File: src/rtl/uart_pkg.sv
// Shared UART definitions: receiver/transmitter state encoding and baud timing derivation.
package uart_pkg;

  typedef enum logic [2:0] {
    ST_IDLE,
    ST_START,
    ST_DATA,
    ST_STOP,
    ST_WAIT_IDLE
  } uart_state_e;

  localparam int unsigned DATA_BITS = 8;

  // Clock cycles per bit period (integer division).
  function automatic int unsigned cyc_count(input int unsigned sys_clk,
                                            input int unsigned baud);
    return sys_clk / baud;
  endfunction

  function automatic int unsigned half_count(input int unsigned cyc);
    return cyc / 2;
  endfunction

endpackage

File: src/rtl/uart_sync.sv
// Two-flop synchronizer for the asynchronous serial line; resets to the idle (high) level.
module uart_sync (
  input  logic clk,
  input  logic rst,
  input  logic d_i,
  output logic q_o
);

  logic meta_q;
  logic sync_q;

  always_ff @(posedge clk) begin
    if (rst) begin
      meta_q <= 1'b1;
      sync_q <= 1'b1;
    end else begin
      meta_q <= d_i;
      sync_q <= meta_q;
    end
  end

  assign q_o = sync_q;

endmodule

File: src/rtl/uart_rx.sv
// 8N1 UART receiver: start-bit mid-point qualification, then one sample per bit period.
module uart_rx
  import uart_pkg::*;
#(
  parameter int unsigned SYSTEM_CLOCK = 32000000,
  parameter int unsigned BAUD_RATE    = 9600
) (
  input  logic       clk,
  input  logic       rst,
  input  logic       din,
  output logic [7:0] data_out,
  output logic       valid,
  output logic       frame_err,
  output logic       busy
);

  localparam int unsigned CYC_COUNT = cyc_count(SYSTEM_CLOCK, BAUD_RATE);
  localparam int unsigned HALF      = half_count(CYC_COUNT);
  localparam int unsigned CW        = $clog2(CYC_COUNT) + 1;
  localparam int unsigned LAST_BIT  = DATA_BITS - 1;

  localparam logic [CW-1:0] CNT_BIT_LAST  = CW'(CYC_COUNT - 1);
  localparam logic [CW-1:0] CNT_HALF_LAST = CW'(HALF - 1);

  logic              din_s;
  uart_state_e       state_q;
  logic [CW-1:0]     cnt_q;
  logic [2:0]        bit_idx_q;
  logic [7:0]        shift_q;
  logic [7:0]        data_q;
  logic              valid_q;
  logic              ferr_q;

  uart_sync u_sync (
    .clk (clk),
    .rst (rst),
    .d_i (din),
    .q_o (din_s)
  );

  always_ff @(posedge clk) begin
    if (rst) begin
      state_q   <= ST_IDLE;
      cnt_q     <= '0;
      bit_idx_q <= '0;
      shift_q   <= '0;
      data_q    <= '0;
      valid_q   <= 1'b0;
      ferr_q    <= 1'b0;
    end else begin
      valid_q <= 1'b0;
      ferr_q  <= 1'b0;
      unique case (state_q)
        ST_IDLE: begin
          cnt_q     <= '0;
          bit_idx_q <= '0;
          if (!din_s) begin
            state_q <= ST_START;
          end
        end

        // A start bit still low at its mid-point is genuine; otherwise it was a glitch.
        ST_START: begin
          if (cnt_q == CNT_HALF_LAST) begin
            cnt_q   <= '0;
            state_q <= din_s ? ST_IDLE : ST_DATA;
          end else begin
            cnt_q <= cnt_q + CW'(1);
          end
        end

        ST_DATA: begin
          if (cnt_q == CNT_BIT_LAST) begin
            cnt_q     <= '0;
            shift_q   <= {din_s, shift_q[7:1]};
            bit_idx_q <= bit_idx_q + 3'd1;
            if (bit_idx_q == 3'(LAST_BIT)) begin
              state_q <= ST_STOP;
            end
          end else begin
            cnt_q <= cnt_q + CW'(1);
          end
        end

        ST_STOP: begin
          if (cnt_q == CNT_BIT_LAST) begin
            cnt_q <= '0;
            if (din_s) begin
              data_q  <= shift_q;
              valid_q <= 1'b1;
              state_q <= ST_IDLE;
            end else begin
              ferr_q  <= 1'b1;
              state_q <= ST_WAIT_IDLE;
            end
          end else begin
            cnt_q <= cnt_q + CW'(1);
          end
        end

        // Hold off after a bad stop bit so a long break reports only once.
        ST_WAIT_IDLE: begin
          cnt_q <= '0;
          if (din_s) begin
            state_q <= ST_IDLE;
          end
        end

        default: state_q <= ST_IDLE;
      endcase
    end
  end

  assign data_out  = data_q;
  assign valid     = valid_q;
  assign frame_err = ferr_q;
  assign busy      = (state_q != ST_IDLE);

endmodule

File: config.mk
export PLATFORM = sky130hd
export DESIGN_NAME = uart_rx
export DESIGN_NICKNAME = d
export VERILOG_FILES = /design/src/rtl/uart_pkg.sv /design/src/rtl/uart_sync.sv /design/src/rtl/uart_rx.sv
export SDC_FILE = /design/constraint.sdc
export NUM_CORES = 1
export LEC_CHECK = 0
export CAP_MARGIN = 30
export CELL_PAD_IN_SITES_DETAIL_PLACEMENT = 0
export CELL_PAD_IN_SITES_GLOBAL_PLACEMENT = 1
export CORE_UTILIZATION = 39
export CTS_CLUSTER_DIAMETER = 50
export DETAILED_ROUTE_END_ITERATION = 10
export HOLD_SLACK_MARGIN = 0.03
export PLACE_DENSITY_LB_ADDON = 0.1
export REMOVE_ABC_BUFFERS = 1
export SLEW_MARGIN = 20
export SYNTH_ARGS = -nofsm -noshare
export SYNTH_HDL_FRONTEND = slang
export SYNTH_SLANG_ARGS = --single-unit
File: constraint.sdc
create_clock -name clk -period 2.2 [get_ports clk]
set_input_delay 0.55 -clock clk [delete_from_list [all_inputs] [get_ports clk]]
set_output_delay 0.55 -clock clk [all_outputs]
set_load 0.01 [all_outputs]
==> flow_summary_export.csv, run 1 <==
group,metric,value,unit
power_and_ir_drop,vdd_ir_drop_max,0.2336,mV
run,drv_cap,0,
logic_synthesis,ys_seq_area_share,44.64,%
logic_synthesis,synth_top_family_by_area,"simple AND/OR/NAND/NOR gates",
timing,worst_slew_margin_rel,65.98,%
outcome,status,"finished clean",
power_and_ir_drop,power_density,647.9,nW/um2
logic_synthesis,postSynth.asyncResetShare,0,%
clocking,numCtsBuffers,5,
worst_setup_path,max_stage_delay,0.57,ns
hold_path,hp-class,"reg -> reg",
logic_synthesis,synth_top_area_share,44.64,%
logic_synthesis,yosys-top-cells-area,"dfxtp_1, nand4_1, xnor2_1",
grt,grt_max_degree,23,
worst_setup_path,worstSetupEndpointType,"register",
clocking,clk_pin_slew,0.08,ns
worst_setup_path,crit_path_cell_trace,"or4_4 > or4_4 > or4_1 > a21oi_1",
die,core,4144,um2
layout,fin_nets,219,
die,die_h,68.97,um
logic_synthesis,synthFlopType,"dfxtp_1",
die,die_x,68.97,um
logic_synthesis,synthCells,194,
drt,wl_per_cell,14.26,um
worst_setup_path,crit_type,"reg -> reg",
die,ios,14,
timing,fmax,0.4646,GHz
logic_synthesis,synthXorXnorAreaFrac,6.009,%
timing,min_period,2.152,ns
logic_synthesis,post_synth_fa_ha_maj_area_fraction,3.577,%
logic_synthesis,syn_avg_cell_area,9.016,um2
timing,rsz0062_at_grt,"no",
timing,finalHoldViolations,0,
drt,drc,0,
clocking,cts_sinks,39,
timing,maxSlewViolCount,0,
grt,antenna_found_initial,0,
die,start_util,42.21,%
logic_synthesis,synth-warning-count,0,
timing,fin_crit_sh,97.83,%
layout,drive_above_1_share,16.04,%
timing,whs,0.4159,ns
worst_setup_path,crit_arrival,2.37,ns
clocking,cts-root-buf,"clkbuf_8",
clocking,cts_tree,"yes",
layout,syn2layout_area_growth,20.53,%
timing,skew,0.005819,ns
placed_design,hpwl,2675,um
grt,grt-ovfl-total,0,
grt,grt_usage,17.80,%
logic_synthesis,synth_mux_area_share,5.222,%
placed_design,gp_congestion,0.8050,
layout,diodes,0,
die,rows,23,
worst_setup_path,critPathRequiredTime,2.42,ns
die,die-area,4757,um2
drt,vias,1447,
timing,setup_viol,0,
drt,drt-pass1-iter-count,4,
worst_setup_path,cp_common_cell,"or4_4",
layout,fillers,406,
worst_setup_path,cp-start-kind,"register",
logic_synthesis,yosysUniqueCellTypes,36,
clocking,clock_latency,0.29,ns
logic_synthesis,synth_compound_area_share,9.227,%
timing,tightest_slew,0.5057,ns
layout,final_design_area_no_fill,2108,um2
clocking,cts_buffer_depth,2,
layout,multi_input_area,918.4,um2
drt,viasPerCell,5.523,
drt,ant_nets,0,
power_and_ir_drop,p_leak,0.6760,nW
logic_synthesis,synthSimpleGateAreaFrac,27.75,%
grt,grt_pass1_vias,1344,
layout,seq_area,782.0,um2
logic_synthesis,synth-edff-count,0,
logic_synthesis,ys_seq_elements,39,
worst_setup_path,slowest_stage,"or4_4",
logic_synthesis,netlist_area,1749,um2
clocking,htreeDepth,2,
grt,grt_pass1_wl,6237,um
power_and_ir_drop,p_total,0.001366,W
drt,drt-total-wl,3737,um
worst_setup_path,worst-path-max-fanout,4,
placed_design,portBuffers,13,
drt,drt_iter0_markers,110,
placed_design,place_area,1984,um2
logic_synthesis,synth_top_area_cell,"dfxtp_1",
## cell families after synthesis
family	after synthesis
buf+inv	16
fa+ha+maj	5
flops	39
mux	9
compound gates	28
xor+xnor	12
simple gates	85
## state kept, by name, indices dropped and copies added (netlist names)
register	count
cnt_q	13
u_sync.q_o	1
bit_idx_q	3
shift_q	8
state_q	3
data_out	8
valid	1
frame_err	1
u_sync.meta_q	1
## final cells by class
class / count / share of cell area [%]
multi-input combinational: 139 / 43.56
sequential: 39 / 37.09
timing repair buffer: 23 / 10.27
clock buffer: 6 / 3.917
tap: 50 / 2.967
clock inverter: 2 / 1.662
inverter: 3 / 0.5341
## cell usage after synthesis (2+ instances only)
cell type and number:
a21oi_1 11, nor2_1 15, clkbuf_1 10, nor4_1 6, nor4b_1 3, nand4_1 14
nor3_1 17, or4_4 3, mux2i_1 8, nand4b_1 2, a31oi_1 2, xnor2_1 10
dfxtp_1 39, xor2_1 2, buf_2 2, nand2_1 8, or2_2 5, ha_1 5
nand3_1 4, o21ai_0 10, inv_1 3
## power breakdown
group	switching, W	leakage [nW]	internal (W)	total (W)
registers	0.00000295	0.315	0.000709	0.000712
clock network	0.000250	0.0612	0.000367	0.000617
logic	0.0000230	0.300	0.0000144	0.0000374
## per-layer routing
layer / track usage [%] / vias up / routed length (um)
met3: 3.618 / 7 / 112
met1: 21.60 / 679 / 1729
met4: 8.418 / 0 / 59
met2: 29.85 / 26 / 1835
li1: - / 735 / -
met5: 0 / - / 0
## per-stage QoR
stage / setup slack, ns / util [%] / TNS (ns) / cells
after floorplan: -0.6951 / - / -10.31 / 181
after global placement: 0.09553 / 47.89 / 0 / 254
after detailed placement: -0.01922 / 47.89 / -0.01922 / 254
after CTS: 0.01604 / 50.72 / 0 / 262
after global routing: 0.003324 / 50.88 / 0 / 262
final: 0.04771 / 50.88 / 0 / 262
## what timing repair did
action | 4_1_cts | 5_1_grt
hold buffers | 0 | 0
gates resized for setup | 2 | 2
cloned | 0 | 0
setup endpoints to repair | 2 | 2
endpoints found under the hold margin | 0 | 0
setup buffers | 0 | 0
## placed cells by master, fill, tap and decap left out, types with 2 or more instances in the layout
master and instances:
clkbuf_8 6, buf_4 9, a31oi_1 2, nand4_1 14
nand2_1 8, nor3_1 17, inv_1 3, nor2_1 15
nor4_1 5, o21ai_0 10, nand3_1 4, dfxtp_1 38
xnor2_1 10, ha_1 5, nand4b_1 2, clkdlybuf4s50_1 12
xor2_1 2, nor4b_1 3, a21oi_1 11, mux2i_1 8
or4_4 3, or2_2 5
## critical path: cells and delay by family (launching register included)
| family | cells | cell delay [ns] |
|---|---|---|
| AND/OR/NAND/NOR | 3 | 1.59 |
| flip-flops | 1 | 0.34 |
| AO/OA/AOI/OAI | 1 | 0.15 |
## worst paths after layout
| kind | startpoint | endpoint | slack [ns] | cells after the start |
|---|---|---|---|---|
| setup reg to reg | cnt_q[3] | state_q[1] | 0.05 | 4 |
| hold reg to reg | u_sync.meta_q | u_sync.q_o | 0.42 | 1 |
| setup / recovery | cnt_q[3] | state_q[1] | 0.05 | 4 |
| hold / removal | u_sync.meta_q | u_sync.q_o | 0.42 | 1 |
(Power assumes the default switching activity.)
==> run 2, diff against run 1 <==
--- a/config.mk
+++ b/config.mk
@@ -8,6 +8,7 @@
 export CAP_MARGIN = 30
 export CELL_PAD_IN_SITES_DETAIL_PLACEMENT = 0
 export CELL_PAD_IN_SITES_GLOBAL_PLACEMENT = 1
+export CORE_ASPECT_RATIO = 2
 export CORE_UTILIZATION = 39
 export CTS_CLUSTER_DIAMETER = 50
 export DETAILED_ROUTE_END_ITERATION = 10
==> run 2 against run 1 <==
  * Clock-buffer cell count rose by 1
  * Via count up 1.4%
  * Clock power down 26%
  * Register-to-register slack is essentially flat
  * Non-clock buffer count grew 3
  * Routed wire length is 12% higher
  * Cell count is 2.7% higher
  * Utilization is 2.7 points lower
  * Die area is 0.34% higher
  * Critical path type unchanged
  * Critical endpoint unchanged
  * Largest power group unchanged
==> flow_summary_export.csv, run 2 (synthesis gave the netlist of run 1 again) <==
group,metric,value,unit
layout,fillers,454,
clocking,cts_buffer_depth,2,
clocking,htreeDepth,2,
die,rows,34,
placed_design,gp_congestion,0.8367,
clocking,cts-root-buf,"clkbuf_8",
hold_path,min_to,"u_sync.q_o",
die,start_util,40.31,%
hold_path,hold_depth,1,
drt,drt-pass1-iter-count,4,
layout,diodes,0,
run,drv_cap,0,
drt,vias,1467,
layout,fin_util,48.15,%
placed_design,place_area,1999,um2
grt,grt_pass1_wl,7113,um
worst_setup_path,path_buf_inv,0,
timing,rsz0062_at_grt,"yes",
timing,tightest_slew,0.4254,ns
timing,fmax,0.4644,GHz
worst_setup_path,reg2reg_to,"state_q[1]",
layout,final_design_area_no_fill,2090,um2
worst_setup_path,worstSetupEndpointType,"register",
worst_setup_path,r2r-start,"cnt_q[3]",
worst_setup_path,slowest_stage,"or4_4",
drt,drt-total-wl,4179,um
power_and_ir_drop,p_total,0.001209,W
hold_path,min-delay-start,"u_sync.meta_q",
clocking,postCtsSetupBuffers,0,
clocking,cts_sinks,39,
die,ios,14,
drt,drt_iter0_markers,40,
layout,regMostFlops,"cnt_q",
grt,grt-ovfl-total,0,
clocking,cts_tree,"yes",
grt,grt_pass1_vias,1597,
clocking,clk_pin_slew,0.07,ns
timing,setup_viol,0,
worst_setup_path,crit_type,"reg -> reg",
layout,syn2layout_area_growth,19.46,%
worst_setup_path,critPathRequiredTime,2.41,ns
timing,skew,0.008362,ns
power_and_ir_drop,vdd_ir_drop_max,0.4366,mV
placed_design,portBuffers,13,
worst_setup_path,regToRegSetupSlack,0.05,ns
power_and_ir_drop,power_density,578.7,nW/um2
grt,grt_usage,19.17,%
timing,fin_crit_sh,97.87,%
placed_design,hpwl,3166,um
layout,final_common_cell,"dfxtp_1",
timing,finalHoldViolations,0,
power_and_ir_drop,p_leak,0.6648,nW
layout,layout_common_cells,"dfxtp_1, nor3_1, nor2_1",
grt,grt_max_degree,15,
clocking,clock_latency,0.28,ns
grt,antenna_found_initial,0,
clocking,numCtsBuffers,5,
clocking,cts_hold_buf,0,
worst_setup_path,crit_arrival,2.37,ns
die,die_h,96.71,um
worst_setup_path,crit_path_cell_trace,"or4_4 > or4_4 > or4_4 > a21oi_2",
timing,min_period,2.153,ns
die,die_x,49.36,um
worst_setup_path,cp_top_family,"simple AND/OR/NAND/NOR gates",
timing,worst_slew_margin_rel,71.34,%
worst_setup_path,worst-path-max-fanout,4,
worst_setup_path,cp-start-kind,"register",
die,die-area,4773,um2
drt,drc,0,
worst_setup_path,max_stage_delay,0.57,ns
layout,fin_nets,222,
die,core,4339,um2
drt,viasPerCell,5.454,
drt,wl_per_cell,15.54,um
layout,largest_register_ff_count,13,
worst_setup_path,r2r_cells,4,
timing,maxSlewViolCount,0,
drt,ant_nets,0,
hold_path,hp-class,"reg -> reg",
outcome,status,"finished clean",
layout,drive_above_1_share,16.74,%
worst_setup_path,cp_common_cell,"or4_4",
[run 2: worst reg2reg max path: cells and delay by family (launching register included)]
kind | cells | cell delay [ns]
compound gates | 1 | 0.15
simple gates | 3 | 1.60
flops | 1 | 0.34
[run 2: stage by stage]
stage	TNS (ns)	hold slack [ns]	std cells	worst slack [ns]
final	0	0.4179	269	0.04688
after detailed placement	0	0.3995	261	0.04874
after global placement	0	0.3963	261	0.1032
after global routing	-0.02508	0.4217	269	-0.01275
after CTS	0	0.4173	269	0.02955
after floorplan	-10.31	0.3895	181	-0.6951
[run 2: how the worst max path moves through the flow]
| stage | cells past startpoint | to | slack (ns) | from |
|---|---|---|---|---|
| after floorplan | 4 | bit_idx_q[0] | -0.70 | state_q[1] |
| after global placement | 4 | state_q[1] | 0.10 | cnt_q[3] |
| after detailed placement | 4 | state_q[1] | 0.05 | cnt_q[3] |
| after CTS | 2 | busy | 0.03 | state_q[1] |
| after global routing | 4 | state_q[1] | -0.01 | cnt_q[3] |
| final | 4 | state_q[1] | 0.05 | cnt_q[3] |
[run 2: layout make-up]
| class | instances | area (um2) | area share (%) |
|---|---|---|---|
| Sequential cell | 39 | 782.0 | 37.43 |
| Clock inverter | 1 | 5.005 | 0.2395 |
| Clock buffer | 7 | 76.32 | 3.653 |
| Tap cell | 54 | 67.56 | 3.234 |
| Multi-Input combinational cell | 139 | 919.6 | 44.01 |
| Inverter | 3 | 11.26 | 0.5389 |
| Timing Repair Buffer | 26 | 227.7 | 10.90 |
[run 2: power breakdown]
part	leakage, nW	switching [W]	internal, W
registers	0.315	0.00000488	0.000709
logic	0.307	0.0000217	0.0000159
clock network	0.0422	0.000235	0.000222
total	0.665	0.000262	0.000947
[run 2: timing repair]
item / in CTS / in global routing
endpoints found under the hold margin: 0 / 0
endpoints found under the setup margin: 0 / 2
resized for setup: 0 / 3
[run 2: metal layers]
layer | GRT usage, % | part of all wire (%) | up-vias
met1 | 17.26 | 37 | 702
met2 | 39.30 | 60 | 13
li1 | - | - | 746
met5 | 0 | 0 | -
met4 | 6.787 | 2.0 | 0
met3 | 3.302 | 1.3 | 6
==> run 3, diff against run 2 <==
--- a/config.mk
+++ b/config.mk
@@ -9,6 +9,7 @@
 export CELL_PAD_IN_SITES_DETAIL_PLACEMENT = 0
 export CELL_PAD_IN_SITES_GLOBAL_PLACEMENT = 1
 export CORE_ASPECT_RATIO = 2
+export CORE_MARGIN = 2
 export CORE_UTILIZATION = 39
 export CTS_CLUSTER_DIAMETER = 50
 export DETAILED_ROUTE_END_ITERATION = 10
==> run 3 against run 2 <==
  * Via count is 3.1% higher
  * Final area increased by 0.66%
  * Flip-flop and latch count stayed put
  * Critical path depth is the same
  * Routed wire length up 0.38%
  * Utilization increased by 0.32 points
  * Worst hold slack got worse by 0.0023 ns
==> flow_summary_export.csv, run 3 (synthesis gave the netlist of run 1 again) <==
group,metric,value,unit
worst_setup_path,crit_arrival,2.38,ns
worst_setup_path,crit_path_cell_trace,"or4_4 > or4_4 > or4_4 > a21oi_2",
clocking,cts_sinks,39,
hold_path,hold_depth,1,
layout,diodes,0,
worst_setup_path,worstSetupEndpointType,"register",
timing,skew,0.01030,ns
die,die_x,51.36,um
timing,tightest_slew,0.4333,ns
die,die-area,5069,um2
placed_design,hpwl,3128,um
hold_path,min-delay-start,"u_sync.meta_q",
placed_design,place_area,2007,um2
timing,rsz0062_at_grt,"no",
worst_setup_path,regToRegSetupSlack,0.04,ns
layout,final_common_cell,"dfxtp_1",
timing,worst_slew_margin_rel,70.81,%
clocking,cts_buffer_depth,2,
clocking,clock_latency,0.29,ns
worst_setup_path,r2r-start,"cnt_q[3]",
layout,fillers,452,
layout,syn2layout_area_growth,20.24,%
drt,drt-total-wl,4195,um
hold_path,hp-class,"reg -> reg",
clocking,cts_hold_buf,0,
grt,grt_pass1_vias,1569,
clocking,clk_pin_slew,0.07,ns
die,rows,34,
power_and_ir_drop,power_density,589.0,nW/um2
drt,vias,1512,
grt,grt_pass1_wl,7141,um
timing,tns,0,ns
power_and_ir_drop,vdd_ir_drop_max,0.3435,mV
worst_setup_path,cp-start-kind,"register",
power_and_ir_drop,p_total,0.001239,W
worst_setup_path,slowest_stage,"or4_4",
clocking,postCtsSetupBuffers,0,
layout,fin_cells,269,
grt,grt_max_degree,15,
timing,maxSlewViolCount,0,
timing,finalHoldViolations,0,
placed_design,gp_congestion,0.8097,
worst_setup_path,critPathRequiredTime,2.42,ns
clocking,numCtsBuffers,5,
worst_setup_path,worst-path-max-fanout,4,
placed_design,post-place-cells,262,
layout,fin_nets,223,
drt,ant_nets,0,
timing,min_period,2.157,ns
die,die_h,98.71,um
drt,viasPerCell,5.621,
worst_setup_path,r2r_cells,4,
clocking,cts_tree,"yes",
worst_setup_path,max_stage_delay,0.56,ns
drt,wl_per_cell,15.59,um
worst_setup_path,reg2reg_to,"state_q[1]",
drt,drt_iter0_markers,31,
power_and_ir_drop,p_leak,0.6798,nW
grt,antenna_found_initial,0,
layout,final_design_area_no_fill,2103,um2
clocking,cts-root-buf,"clkbuf_8",
timing,fmax,0.4636,GHz
placed_design,portBuffers,13,
worst_setup_path,cp_common_cell,"or4_4",
timing,fin_crit_sh,98.05,%
layout,regMostFlops,"cnt_q",
run,drv_cap,0,
layout,drive_above_1_share,18.14,%
layout,largest_register_ff_count,13,
drt,drt-pass1-iter-count,4,
layout,layout_common_cells,"dfxtp_1, nor3_1, nor2_1",
timing,setup_viol,0,
worst_setup_path,crit_type,"reg -> reg",
die,start_util,40.31,%
layout,fin_util,48.47,%
die,ios,14,
grt,grt-ovfl-total,0,
die,core,4339,um2
drt,drc,0,
hold_path,min_to,"u_sync.q_o",
clocking,htreeDepth,2,
outcome,status,"finished clean",
grt,grt_usage,18.50,%
run 3: layout make-up:
type	count	area, um2	share of cell area [%]
multi-input combinational	139	919.6	43.72
sequential	39	783.3	37.24
timing repair buffer	27	234.0	11.12
clock buffer	6	82.58	3.926
tap	54	67.56	3.212
inverter	3	11.26	0.5354
clock inverter	1	5.005	0.2380
run 3: worst max-delay path: cells and delay by family (launching register included):
family / cells / cell delay [ns]
AO/OA/AOI/OAI: 1 / 0.15
flip-flops: 1 / 0.34
AND/OR/NAND/NOR: 3 / 1.60
run 3: worst max path at each step:
stage	startpoint	end	slack, ns	depth (start not counted)
after global routing	cnt_q[3]	state_q[1]	0.004	4
after CTS	cnt_q[3]	state_q[1]	0.04	4
after floorplan	state_q[1]	bit_idx_q[0]	-0.70	4
after global placement	cnt_q[3]	state_q[1]	0.1	4
final	cnt_q[3]	state_q[1]	0.04	4
after detailed placement	cnt_q[3]	state_q[1]	0.05	4
run 3: power breakdown:
| part | switching, W | internal (W) |
|---|---|---|
| clock network | 0.000242 | 0.000246 |
| registers | 0.00000477 | 0.000709 |
| logic | 0.0000216 | 0.0000151 |
| total | 0.000269 | 0.000970 |
run 3: through the flow:
step | setup slack, ns | hold WS [ns]
after floorplan | -0.6951 | 0.3895
after global placement | 0.09905 | 0.3958
after detailed placement | 0.05452 | 0.3983
after CTS | 0.03679 | 0.4208
after global routing | 0.004178 | 0.4605
final | 0.04285 | 0.4156
run 3: routing by layer:
metal | wire length, um | global-route usage [%] | share of wire (%) | up-vias
li1 | - | - | - | 744
met1 | 1470 | 16.18 | 35 | 735
met2 | 2526 | 37.66 | 60 | 24
met3 | 96 | 3.636 | 2.3 | 9
met4 | 100 | 7.895 | 2.4 | 0
met5 | 0 | 0 | 0 | -
run 3: what timing repair did:
action | CTS | global route
pin swaps | 0 | 0
setup endpoints to repair | 1 | 1
gates resized for setup | 1 | 4
endpoints found under the hold margin | 0 | 0
